$ cat src/rtl/fwd_pkg.sv
// fwd_pkg
//   Shared types and constants for the forwarding / hazard unit.
//   - tag_t      : one in-flight producer descriptor {valid, reg_write, is_load, rd}
//   - FWD_SEL_RF : forward-select value meaning "take the register file"
//   - calc_sel_w : width of a single forward-select field for a given
//                  number of forward sources
//   The rd field is sized for the widest supported register number
//   (TAG_RD_W bits); narrower register numbers are zero-extended into it.
package fwd_pkg;

  localparam int TAG_RD_W   = 8;
  localparam int FWD_SEL_RF = 0;

  typedef struct packed {
    logic                valid;
    logic                reg_write;
    logic                is_load;
    logic [TAG_RD_W-1:0] rd;
  } tag_t;

  // Select width must encode 0 (register file) plus FWD_STAGES sources.
  function automatic int calc_sel_w(input int stages);
    return (stages < 1) ? 1 : $clog2(stages + 1);
  endfunction

endpackage

$ cat src/rtl/fwd_match_encoder.sv
// fwd_match_encoder
//   Combinational per-operand matcher. Scans the destination-tag pipeline
//   from youngest (tag 0) to oldest and reports the forward source for one
//   source register.
// Ports:
//   rs_i           in   REG_W       source register number
//   tags_i         in   tag_t[FWD_STAGES]  in-flight producer tags, 0 = EX
//   sel_o          out  SEL_W       candidate select, 0 = register file
//   load_use_hit_o out  1           youngest match is a load whose data is
//                                   not yet available at its stage
//   any_match_o    out  1           any stage matches (used when forwarding
//                                   is disabled)
module fwd_match_encoder
  import fwd_pkg::*;
#(
  parameter int REG_W      = 4,
  parameter int FWD_STAGES = 2,
  parameter int LOAD_SRC   = 2,
  parameter int SEL_W      = 2
) (
  input  logic [REG_W-1:0] rs_i,
  input  tag_t             tags_i [FWD_STAGES],
  output logic [SEL_W-1:0] sel_o,
  output logic             load_use_hit_o,
  output logic             any_match_o
);

  logic [TAG_RD_W-1:0] rsExt;
  assign rsExt = TAG_RD_W'(rs_i);

  // Priority scan: the first (youngest) matching stage wins the select and
  // decides whether this is a load-use hazard; any match at all is also
  // flagged for the no-forwarding mode.
  always_comb begin
    logic found;
    logic match;
    found          = 1'b0;
    match          = 1'b0;
    sel_o          = SEL_W'(FWD_SEL_RF);
    load_use_hit_o = 1'b0;
    any_match_o    = 1'b0;
    for (int j = 0; j < FWD_STAGES; j++) begin
      match = tags_i[j].valid && tags_i[j].reg_write &&
              (tags_i[j].rd != '0) && (tags_i[j].rd == rsExt);
      if (match) begin
        any_match_o = 1'b1;
        if (!found) begin
          found          = 1'b1;
          sel_o          = SEL_W'(j + 1);
          load_use_hit_o = tags_i[j].is_load && ((j + 1) < LOAD_SRC);
        end
      end
    end
  end

endmodule

$ cat src/rtl/fwd_hazard_unit.sv
// fwd_hazard_unit
//   Forwarding and hazard unit sitting beside the ID/EX boundary. It tracks
//   in-flight producers in its own tag pipeline, registers a forward select
//   for each operand of the instruction entering EX, raises load-use and
//   no-forward-mode stalls, and counts stall cycles (saturating).
// Ports:
//   clk           in   1                clock
//   rst_n         in   1                synchronous active-low reset
//   id_valid      in   1                ID holds a real instruction
//   id_rs         in   NUM_SRC*REG_W    source registers, operand i at [i*REG_W +: REG_W]
//   id_rd         in   REG_W            destination register of ID instruction
//   id_reg_write  in   1                ID instruction writes id_rd
//   id_is_load    in   1                ID instruction is a load
//   ex_flush      in   1                kill ID and EX instructions
//   fwd_disable   in   1                1 = no forwarding, stall on every RAW
//   stall         out  1                hold IF/ID, bubble into EX (combinational)
//   fwd_sel       out  NUM_SRC*SEL_W    per-operand select for the EX instruction
//   stall_count   out  CNT_W            saturating stall-cycle count
module fwd_hazard_unit
  import fwd_pkg::*;
#(
  parameter int REG_W      = 4,
  parameter int NUM_SRC    = 2,
  parameter int FWD_STAGES = 2,
  parameter int LOAD_SRC   = 2,
  parameter int CNT_W      = 16,
  parameter int SEL_W      = calc_sel_w(FWD_STAGES)
) (
  input  logic                       clk,
  input  logic                       rst_n,
  input  logic                       id_valid,
  input  logic [NUM_SRC*REG_W-1:0]   id_rs,
  input  logic [REG_W-1:0]           id_rd,
  input  logic                       id_reg_write,
  input  logic                       id_is_load,
  input  logic                       ex_flush,
  input  logic                       fwd_disable,
  output logic                       stall,
  output logic [NUM_SRC*SEL_W-1:0]   fwd_sel,
  output logic [CNT_W-1:0]           stall_count
);

  tag_t                     tag_q [FWD_STAGES];
  tag_t                     tag_d [FWD_STAGES];
  tag_t                     idTag;
  logic [SEL_W-1:0]         candSel [NUM_SRC];
  logic [NUM_SRC-1:0]       hitVec;
  logic [NUM_SRC-1:0]       anyVec;
  logic                     advance;
  logic [NUM_SRC*SEL_W-1:0] fwdSel_q;
  logic [NUM_SRC*SEL_W-1:0] fwdSel_d;
  logic [CNT_W-1:0]         stallCount_q;
  logic [CNT_W-1:0]         stallCount_d;

  assign idTag = '{valid:     id_valid,
                   reg_write: id_reg_write,
                   is_load:   id_is_load,
                   rd:        TAG_RD_W'(id_rd)};

  // One matcher per source operand, all looking at the same tag pipeline.
  for (genvar i = 0; i < NUM_SRC; i++) begin : g_src
    fwd_match_encoder #(
      .REG_W      (REG_W),
      .FWD_STAGES (FWD_STAGES),
      .LOAD_SRC   (LOAD_SRC),
      .SEL_W      (SEL_W)
    ) u_enc (
      .rs_i           (id_rs[i*REG_W +: REG_W]),
      .tags_i         (tag_q),
      .sel_o          (candSel[i]),
      .load_use_hit_o (hitVec[i]),
      .any_match_o    (anyVec[i])
    );
  end

  // In no-forward mode any RAW on an in-flight producer stalls until the
  // producer has left the pipeline; otherwise only a too-young load does.
  assign stall   = id_valid && (fwd_disable ? (|anyVec) : (|hitVec));
  assign advance = id_valid && !stall && !ex_flush;

  // The back end never stalls, so tags shift every cycle; the youngest slot
  // takes the ID instruction only when it actually issues into EX.
  always_comb begin
    tag_d[0] = advance ? idTag : '0;
    for (int j = 1; j < FWD_STAGES; j++) begin
      tag_d[j] = tag_q[j-1];
    end
  end

  // Selects follow the instruction into EX; bubbles, flushes and the
  // no-forward mode all fall back to the register file.
  always_comb begin
    fwdSel_d = '0;
    for (int i = 0; i < NUM_SRC; i++) begin
      fwdSel_d[i*SEL_W +: SEL_W] = (advance && !fwd_disable) ? candSel[i]
                                                             : SEL_W'(FWD_SEL_RF);
    end
  end

  // Stall counter sticks at all-ones instead of wrapping.
  always_comb begin
    stallCount_d = stallCount_q;
    if (stall && (stallCount_q != '1)) begin
      stallCount_d = stallCount_q + 1'b1;
    end
  end

  // All state clears on reset so that stall drops immediately afterwards.
  always_ff @(posedge clk) begin
    if (!rst_n) begin
      for (int j = 0; j < FWD_STAGES; j++) begin
        tag_q[j] <= '0;
      end
      fwdSel_q     <= '0;
      stallCount_q <= '0;
    end else begin
      for (int j = 0; j < FWD_STAGES; j++) begin
        tag_q[j] <= tag_d[j];
      end
      fwdSel_q     <= fwdSel_d;
      stallCount_q <= stallCount_d;
    end
  end

  assign fwd_sel     = fwdSel_q;
  assign stall_count = stallCount_q;

endmodule

$ cat config.mk
export PLATFORM = sky130hd
export DESIGN_NAME = fwd_hazard_unit
export DESIGN_NICKNAME = d
export VERILOG_FILES = /design/src/rtl/fwd_pkg.sv /design/src/rtl/fwd_match_encoder.sv /design/src/rtl/fwd_hazard_unit.sv
export SDC_FILE = /design/constraint.sdc
export NUM_CORES = 1
export LEC_CHECK = 0
export CORE_UTILIZATION = 50
export DETAILED_ROUTE_END_ITERATION = 6
export PLACE_DENSITY_LB_ADDON = 0.05
export SLEW_MARGIN = 20
export SYNTH_ARGS = -nofsm -noshare
export SYNTH_HDL_FRONTEND = slang
export SYNTH_HIERARCHICAL = 1
export SYNTH_SLANG_ARGS = --single-unit
$ cat constraint.sdc
create_clock -name clk -period 2.86 [get_ports clk]
set_input_delay 0.429 -clock clk [delete_from_list [all_inputs] [get_ports clk]]
set_output_delay 0.429 -clock clk [all_outputs]
set_load 0.005 [all_outputs]
**Word level (Yosys, flattened, before mapping)**

Index checks and enable logic that the tools add are counted.

- Register bits: 41
- Bits of input ports: 19
- Output and inout bits: 21
- Logic and storage cells: 55

- $add $sub $neg: 1
- Eq/ne operators: 5
- Muxes and demuxes: 17
- Reduce and logical (&&, ||, !) cells: 22

Operators with widths:

| kind | count |
|---|---|
| equality test 8 x 4 -> 1 bit | 4 |
| adder 16 x 1 -> 16 bit, second input constant | 1 |
| inequality test 16 bit, second input constant | 1 |
| nonzero test 8 bit | 2 |
| logical AND 1 bit | 13 |
| 2-to-1 mux 1 bit | 13 |
| 2-to-1 mux 2 bit | 4 |
| AND reduction 2 bit | 2 |
| OR reduction 2 bit | 2 |
| zero test 1 bit | 3 |

**Longest topological paths before layout**

- Depth in word-level cells: 14
- Gate-level depth with buffers: 9
- Gate-level depth less buffers: 8

**Cells and area by module**

Netlist, hierarchy kept.

By module, submodules not included:

| module | instances | cells an instance | area an instance (um^2) | seq. area each (um^2) |
|---|---|---|---|---|
| fwd_hazard_unit | 1 | 147 | 1391.3 | 680.7 |
| fwd_match_encoder | 2 | 29 | 195.2 | 0.0 |

**Worst setup path after synthesis**

Ideal clock, no wire load.

- Path kind: in2out
- From: input id_rs[5]
- To: output stall
- Arrival: 1.866 ns
- Data required time: 2.431 ns
- Slack: 0.565 ns
- Stages on the path: 8
- Path buffers: 1
- Cell sequence: xnor2_1 > and3_4 > a21oi_2 > and3b_1 > or3_1 > nand3_1 > buf_2 > inv_1

- Cells in the longest elaborated chain, start to end: 8
- Elaborated cells between the ends (all ways): 13
- Classes of those cells: eq/ne: 2; mux: 6; reduce/logical: 5

Ends and longest elaborated chain:

| element | RTL line | source |
|---|---|---|
| start: declaration | fwd_hazard_unit.sv:32 | `input logic [NUM_SRC*REG_W-1:0] id_rs,` |
| equality test 8 x 4 -> 1 bit | fwd_match_encoder.sv:44 | `(tags_i[j].rd != '0) && (tags_i[j].rd == rsExt);` |
| logical AND 1 bit | fwd_match_encoder.sv:44 |  |
| 2-to-1 mux 1 bit | fwd_match_encoder.sv:45 | `if (match) begin` |
| 2-to-1 mux 1 bit | fwd_match_encoder.sv:47 | `if (!found) begin` |
| 2-to-1 mux 1 bit (*) | fwd_match_encoder.sv:45 |  |
| via hitVec[1] | fwd_hazard_unit.sv:47 | `logic [NUM_SRC-1:0] hitVec;` |
| OR reduction 2 bit (*) | fwd_hazard_unit.sv:78 | `assign stall = id_valid && (fwd_disable ? (\|anyVec) : (\|hitVec));` |
| 2-to-1 mux 1 bit (*) | fwd_hazard_unit.sv:78 |  |
| logical AND 1 bit (*) | fwd_hazard_unit.sv:78 |  |
| end: declaration | fwd_hazard_unit.sv:38 | `output logic stall,` |

The timed path passes the listed nets; every way through them passes the cells marked *.

**Worst setup path after layout**

- From: input id_rs[1]
- To: output stall

Same word-level chain as after synthesis.

==> results_dict.tcl <==
set metrics [dict create \
    status "complete, no violations" \
    leakagePower_nw 0.888 \
    cts_sinks 33 \
    finalCritPeriodShare_pct 98.4 \
    core_area_um2 3340 \
    hold_depth 2 \
    critPathRequiredTime_ns 2.43 \
    drt-pass1-iter-count 4 \
    route.vias.total 1729 \
    clkTransAtPathRegs_ns 0.10 \
    cp_slowest_cell "clkdlybuf4s50_1" \
    path_max_fanout 5 \
    drc 0 \
    grt_overflow 0 \
    hp-start "stall_count[14]$_SDFFE_PN0P_" \
    grt_pass1_vias 1565 \
    start_util_pct 52.6 \
    min_period_ns 2.81 \
    ctsHoldBuffers 0 \
    crit_chain "dlygate4sd2_1 > xnor2_1 > and3_4 > a21oi_4 > and3b_1 > or3_4 > nand3_2 > inv_1 > clkdlybuf4s50_1" \
    final.fill_count 284 \
    reg2reg_from "tag_d[0]$_SDFF_PN0_" \
    vdd_drop_max_uv 258 \
    wl_per_cell_um 13.6 \
    cts_buffers 5 \
    place.gp.congestion 0.805 \
    port_buffers 39 \
    fin_util_pct 73.2 \
    grt_use_total_pct 23.6 \
    power.density_nw_per_um2 377 \
    cts_setup_buffers 0 \
    cp-end-kind "output port" \
    clk_latency_ns 0.34 \
    max_stage_delay_ns 0.43 \
    routed_wl_um 4310 \
    die_area_um2 3750 \
    synthesis.area_um2 1760 \
    crit_type "input port to output port" \
    ant_nets 0 \
    synth_cells 203 \
    avgSynthCellArea_um2 8.65 \
    grt_max_degree 17 \
    synthToLayoutAreaGrowth_pct 39.2 \
    antenna_found_initial 0 \
    setup_violations 0 \
    clock_path_buffers 2 \
    dp_hpwl_um 3090 \
    max_freq_mhz 355 \
    die_h_um 61.3 \
    setup_tns_ns 0 \
    fp-row-count 21 \
    io_pins 40 \
    ys_warn_count 6 \
    cts_tree "yes" \
    die_w_um 61.3 \
    start_kind "input port" \
    maxSlewViolCount 0 \
    antenna_cells 0 \
    cp_num_buf_inv 3 \
    initialDrtViolationCount 75 \
    cp.arrival_ns 2.39 \
    cts_max_level 2 \
    cp_top_family "simple AND/OR/NAND/NOR gates" \
    finalHoldViolCount 0 \
    worstRegToRegCells 8 \
    finalNetCount 290 \
    slew_headroom_pct 43.1 \
    drt-vias-per-instance 5.45 \
    clock_skew_ns 0.00485 \
    worst_pin_slew_ns 0.846 \
    hp-class "flop to flop" \
    hold_end "stall_count[14]$_SDFFE_PN0P_" \
    r2r_slack_ns 0.47 \
    cap_violations 0 \
    clockRootBuffer "clkbuf_4" \
    grt_pass1_wl_um 6460 \
    drive_above_1_share_pct 14.4 \
    reg2reg_to "stall_count[7]$_SDFFE_PN0P_" \
]
-- power by group --
| group | switching, mW | total (mW) | internal, mW |
|---|---|---|---|
| sequential | 0.00523 | 0.469 | 0.463 |
| combinational | 0.0428 | 0.0879 | 0.0451 |
| clock | 0.157 | 0.365 | 0.209 |
| total | 0.205 | 0.922 | 0.717 |
-- metrics by stage --
step                worst slack [ns]  cells  power, mW  hold WS, ns  instance area [um^2]
global placement              -0.168    309      0.563        0.479                  2320
finish                        0.0453    317      0.922        0.507                  2440
detailed placement            -0.216    309      0.565        0.494                  2320
global route                 -0.0669    317      0.961        0.535                  2440
CTS                           0.0299    317      0.925        0.507                  2400
floorplan                      0.565    218      0.516        0.479                  1810
-- worst min-delay path: cells and delay by family, from the launching register on --
kind	cells	cell delay, ns
flops	1	0.35
mux	1	0.05
simple gates	1	0.06
-- area by class of cell --
class,count,area [um^2],area share (%)
inverters,4,15.0,0.614
repair buffers,50,464,19.0
clock buffers,7,55.1,2.25
clock inverters,1,30.0,1.23
flip-flops and latches,33,666,27.2
well taps,46,57.6,2.36
multi-input cells,176,1160,47.3
-- sequential cells by signal (all words and copies together), names as in the netlist --
| name | cells |
|---|---|
| tag_q | 6 |
| tag_d | 7 |
| stall_count | 16 |
| fwd_sel | 4 |
-- worst max path at each step --
| stage | end | start | cells past startpoint | slack [ns] |
|---|---|---|---|---|
| after floorplan | stall | id_rs[5] | 8 | 0.57 |
| after global placement | stall | id_rs[1] | 9 | -0.17 |
| after detailed placement | stall | id_rs[4] | 9 | -0.22 |
| after CTS | stall | id_rs[7] | 9 | 0.03 |
| after global routing | stall | tag_d[0]$_SDFF_PN0_ | 7 | -0.07 |
| final | stall | id_rs[1] | 9 | 0.05 |
-- layer usage --
| layer | up-vias | track usage [%] | share of wire [%] |
|---|---|---|---|
| met3 | 11 | 6.93 | 4.7 |
| met4 | 0 | 9.74 | 2.1 |
| met5 | - | 0 | 0 |
| li1 | 864 | - | - |
| met1 | 808 | 23.5 | 40 |
| met2 | 46 | 45.2 | 53 |
-- cell usage in the layout (no fill, tap or decap), drive strengths merged, types with 2 or more instances in the layout --
master and instances:
a21oi 11, and2 18, and3 4, and3b 2, buf 11, clkbuf 7
clkdlybuf4s50 31, conb 16, dfxtp 33, dlygate4sd2 7, inv 3, mux2i 5
nand2 13, nand2b 5, nand3 3, nand4 15, nor2 10, nor2b 2
nor3 6, nor4 12, o21ai 7, o21ba 2, o31a 2, o31ai 5
or2 4, or3 5, or3b 2, or4 5, xnor2 6, xor2 8
-- what timing repair did --
action | CTS | global route
resized for setup | 10 | 10
gates cloned | 0 | 0
endpoints found under the setup margin | 1 | 1
pin swaps | 2 | 2
Note: power is estimated with default switching activity, not from simulation.
==> edit: new RTL, config.mk and constraints unchanged <==
Set the parameter `NUM_SRC` to 4 (it was 2).
--- a/src/rtl/fwd_hazard_unit.sv
+++ b/src/rtl/fwd_hazard_unit.sv
@@ -20,7 +20,7 @@
   import fwd_pkg::*;
 #(
   parameter int REG_W      = 4,
-  parameter int NUM_SRC    = 2,
+  parameter int NUM_SRC    = 4,
   parameter int FWD_STAGES = 2,
   parameter int LOAD_SRC   = 2,
   parameter int CNT_W      = 16,
Ports: changed (resized fwd_sel and id_rs); port bits go from 40 to 52. No check against the original RTL was run, so the function may have changed too.
==> edit against the original RTL <==
Synthesized area rose by 27%; sequential cell count rose by 4; routed wire length rose by 30%; die area rose by 26%; critical path depth rose by 1; design area rose by 29%; power rose by 11%; worst setup slack improved by 0.38 ns; non-clock buffer count rose by 21; critical path type unchanged; largest cell class unchanged.
==> edit: results <==
[status]
outcome = "finished, final reports clean"

[power]
intPower_mw = 0.7547
power_density_nw_per_um2 = 323.8
peakVddDrop_uv = 244.0
p_leak_nw = 1.269
p_comb_mw = 0.133

[route]
route.met3.wl_um = 289
drt_iter0_markers = 130
met1_length_mm = 2.591
drt_wl_total_mm = 5.581
vias = 2258
wl_per_cell_um = 13.32

[cells_and_area]
nets = 396
multi_input_area_um2 = 1595
syn_to_final_growth_pct = 42.15
seq_cell_count = 37
seqAreaFraction_pct = 23.87
clk_share_pct = 2.613
n_all_inverters = 3
fillers = 333
num-nonclk-buffers = 71
final_layout_size_suffix_gt1_share_pct = 15.99
final-nonclk-buf-share_pct = 20.70
comb.multi_input.count = 250
diodes = 0

[placed_design]
numPlacedInstances = 411
placed_area_um2 = 3032
pre_cts_slack_ns = -0.1711
place_hpwl_mm = 4.186
gp_congestion = 0.8173
io_buffers = 51

[setup_path]
r2r-end = "stall_count[14]$_SDFFE_PN0P_"
startpoint = "id_rs[9]"
max_stage_delay_ns = 0.29
reg2reg_from = "tag_d[1]$_SDFF_PN0_"
crit_slowest_cell = "dlygate4sd2_1"
ff2ff_path_depth = 10

[grt]
grt_first_pass_wirelength_mm = 9.121
grt_pass1_vias = 2040
grt_max_degree = 26
grt.total_usage_pct = 26.20

[sta]
worstMarginPinSlew_ns = 0.5421
fin_crit_sh_pct = 85.29

[clock_tree]
clock_tree.root_cell = "clkbuf_8"
clk_pin_slew_worst_paths_ns = 0.08

[synthesis]
synth_cells = 265

[floorplan]
core_area_um2 = 4144
-- edit: how the worst min path moves through the flow --
stage,start,to,slack [ns],cells past startpoint
6_report,stall_count[5]$_SDFFE_PN0P_,stall_count[5]$_SDFFE_PN0P_,0.51,2
5_1_grt,stall_count[5]$_SDFFE_PN0P_,stall_count[5]$_SDFFE_PN0P_,0.54,2
4_1_cts,stall_count[5]$_SDFFE_PN0P_,stall_count[5]$_SDFFE_PN0P_,0.51,2
3_5_place_dp,stall_count[5]$_SDFFE_PN0P_,stall_count[5]$_SDFFE_PN0P_,0.50,2
3_3_place_gp,stall_count[10]$_SDFFE_PN0P_,stall_count[10]$_SDFFE_PN0P_,0.49,2
2_1_floorplan,stall_count[10]$_SDFFE_PN0P_,stall_count[10]$_SDFFE_PN0P_,0.48,2
-- edit: routing by layer --
layer	GRT usage (%)	up-vias
met1	34.37	1041
met5	0	-
met3	5.757	6
li1	-	1144
met4	9.115	0
met2	42.03	67
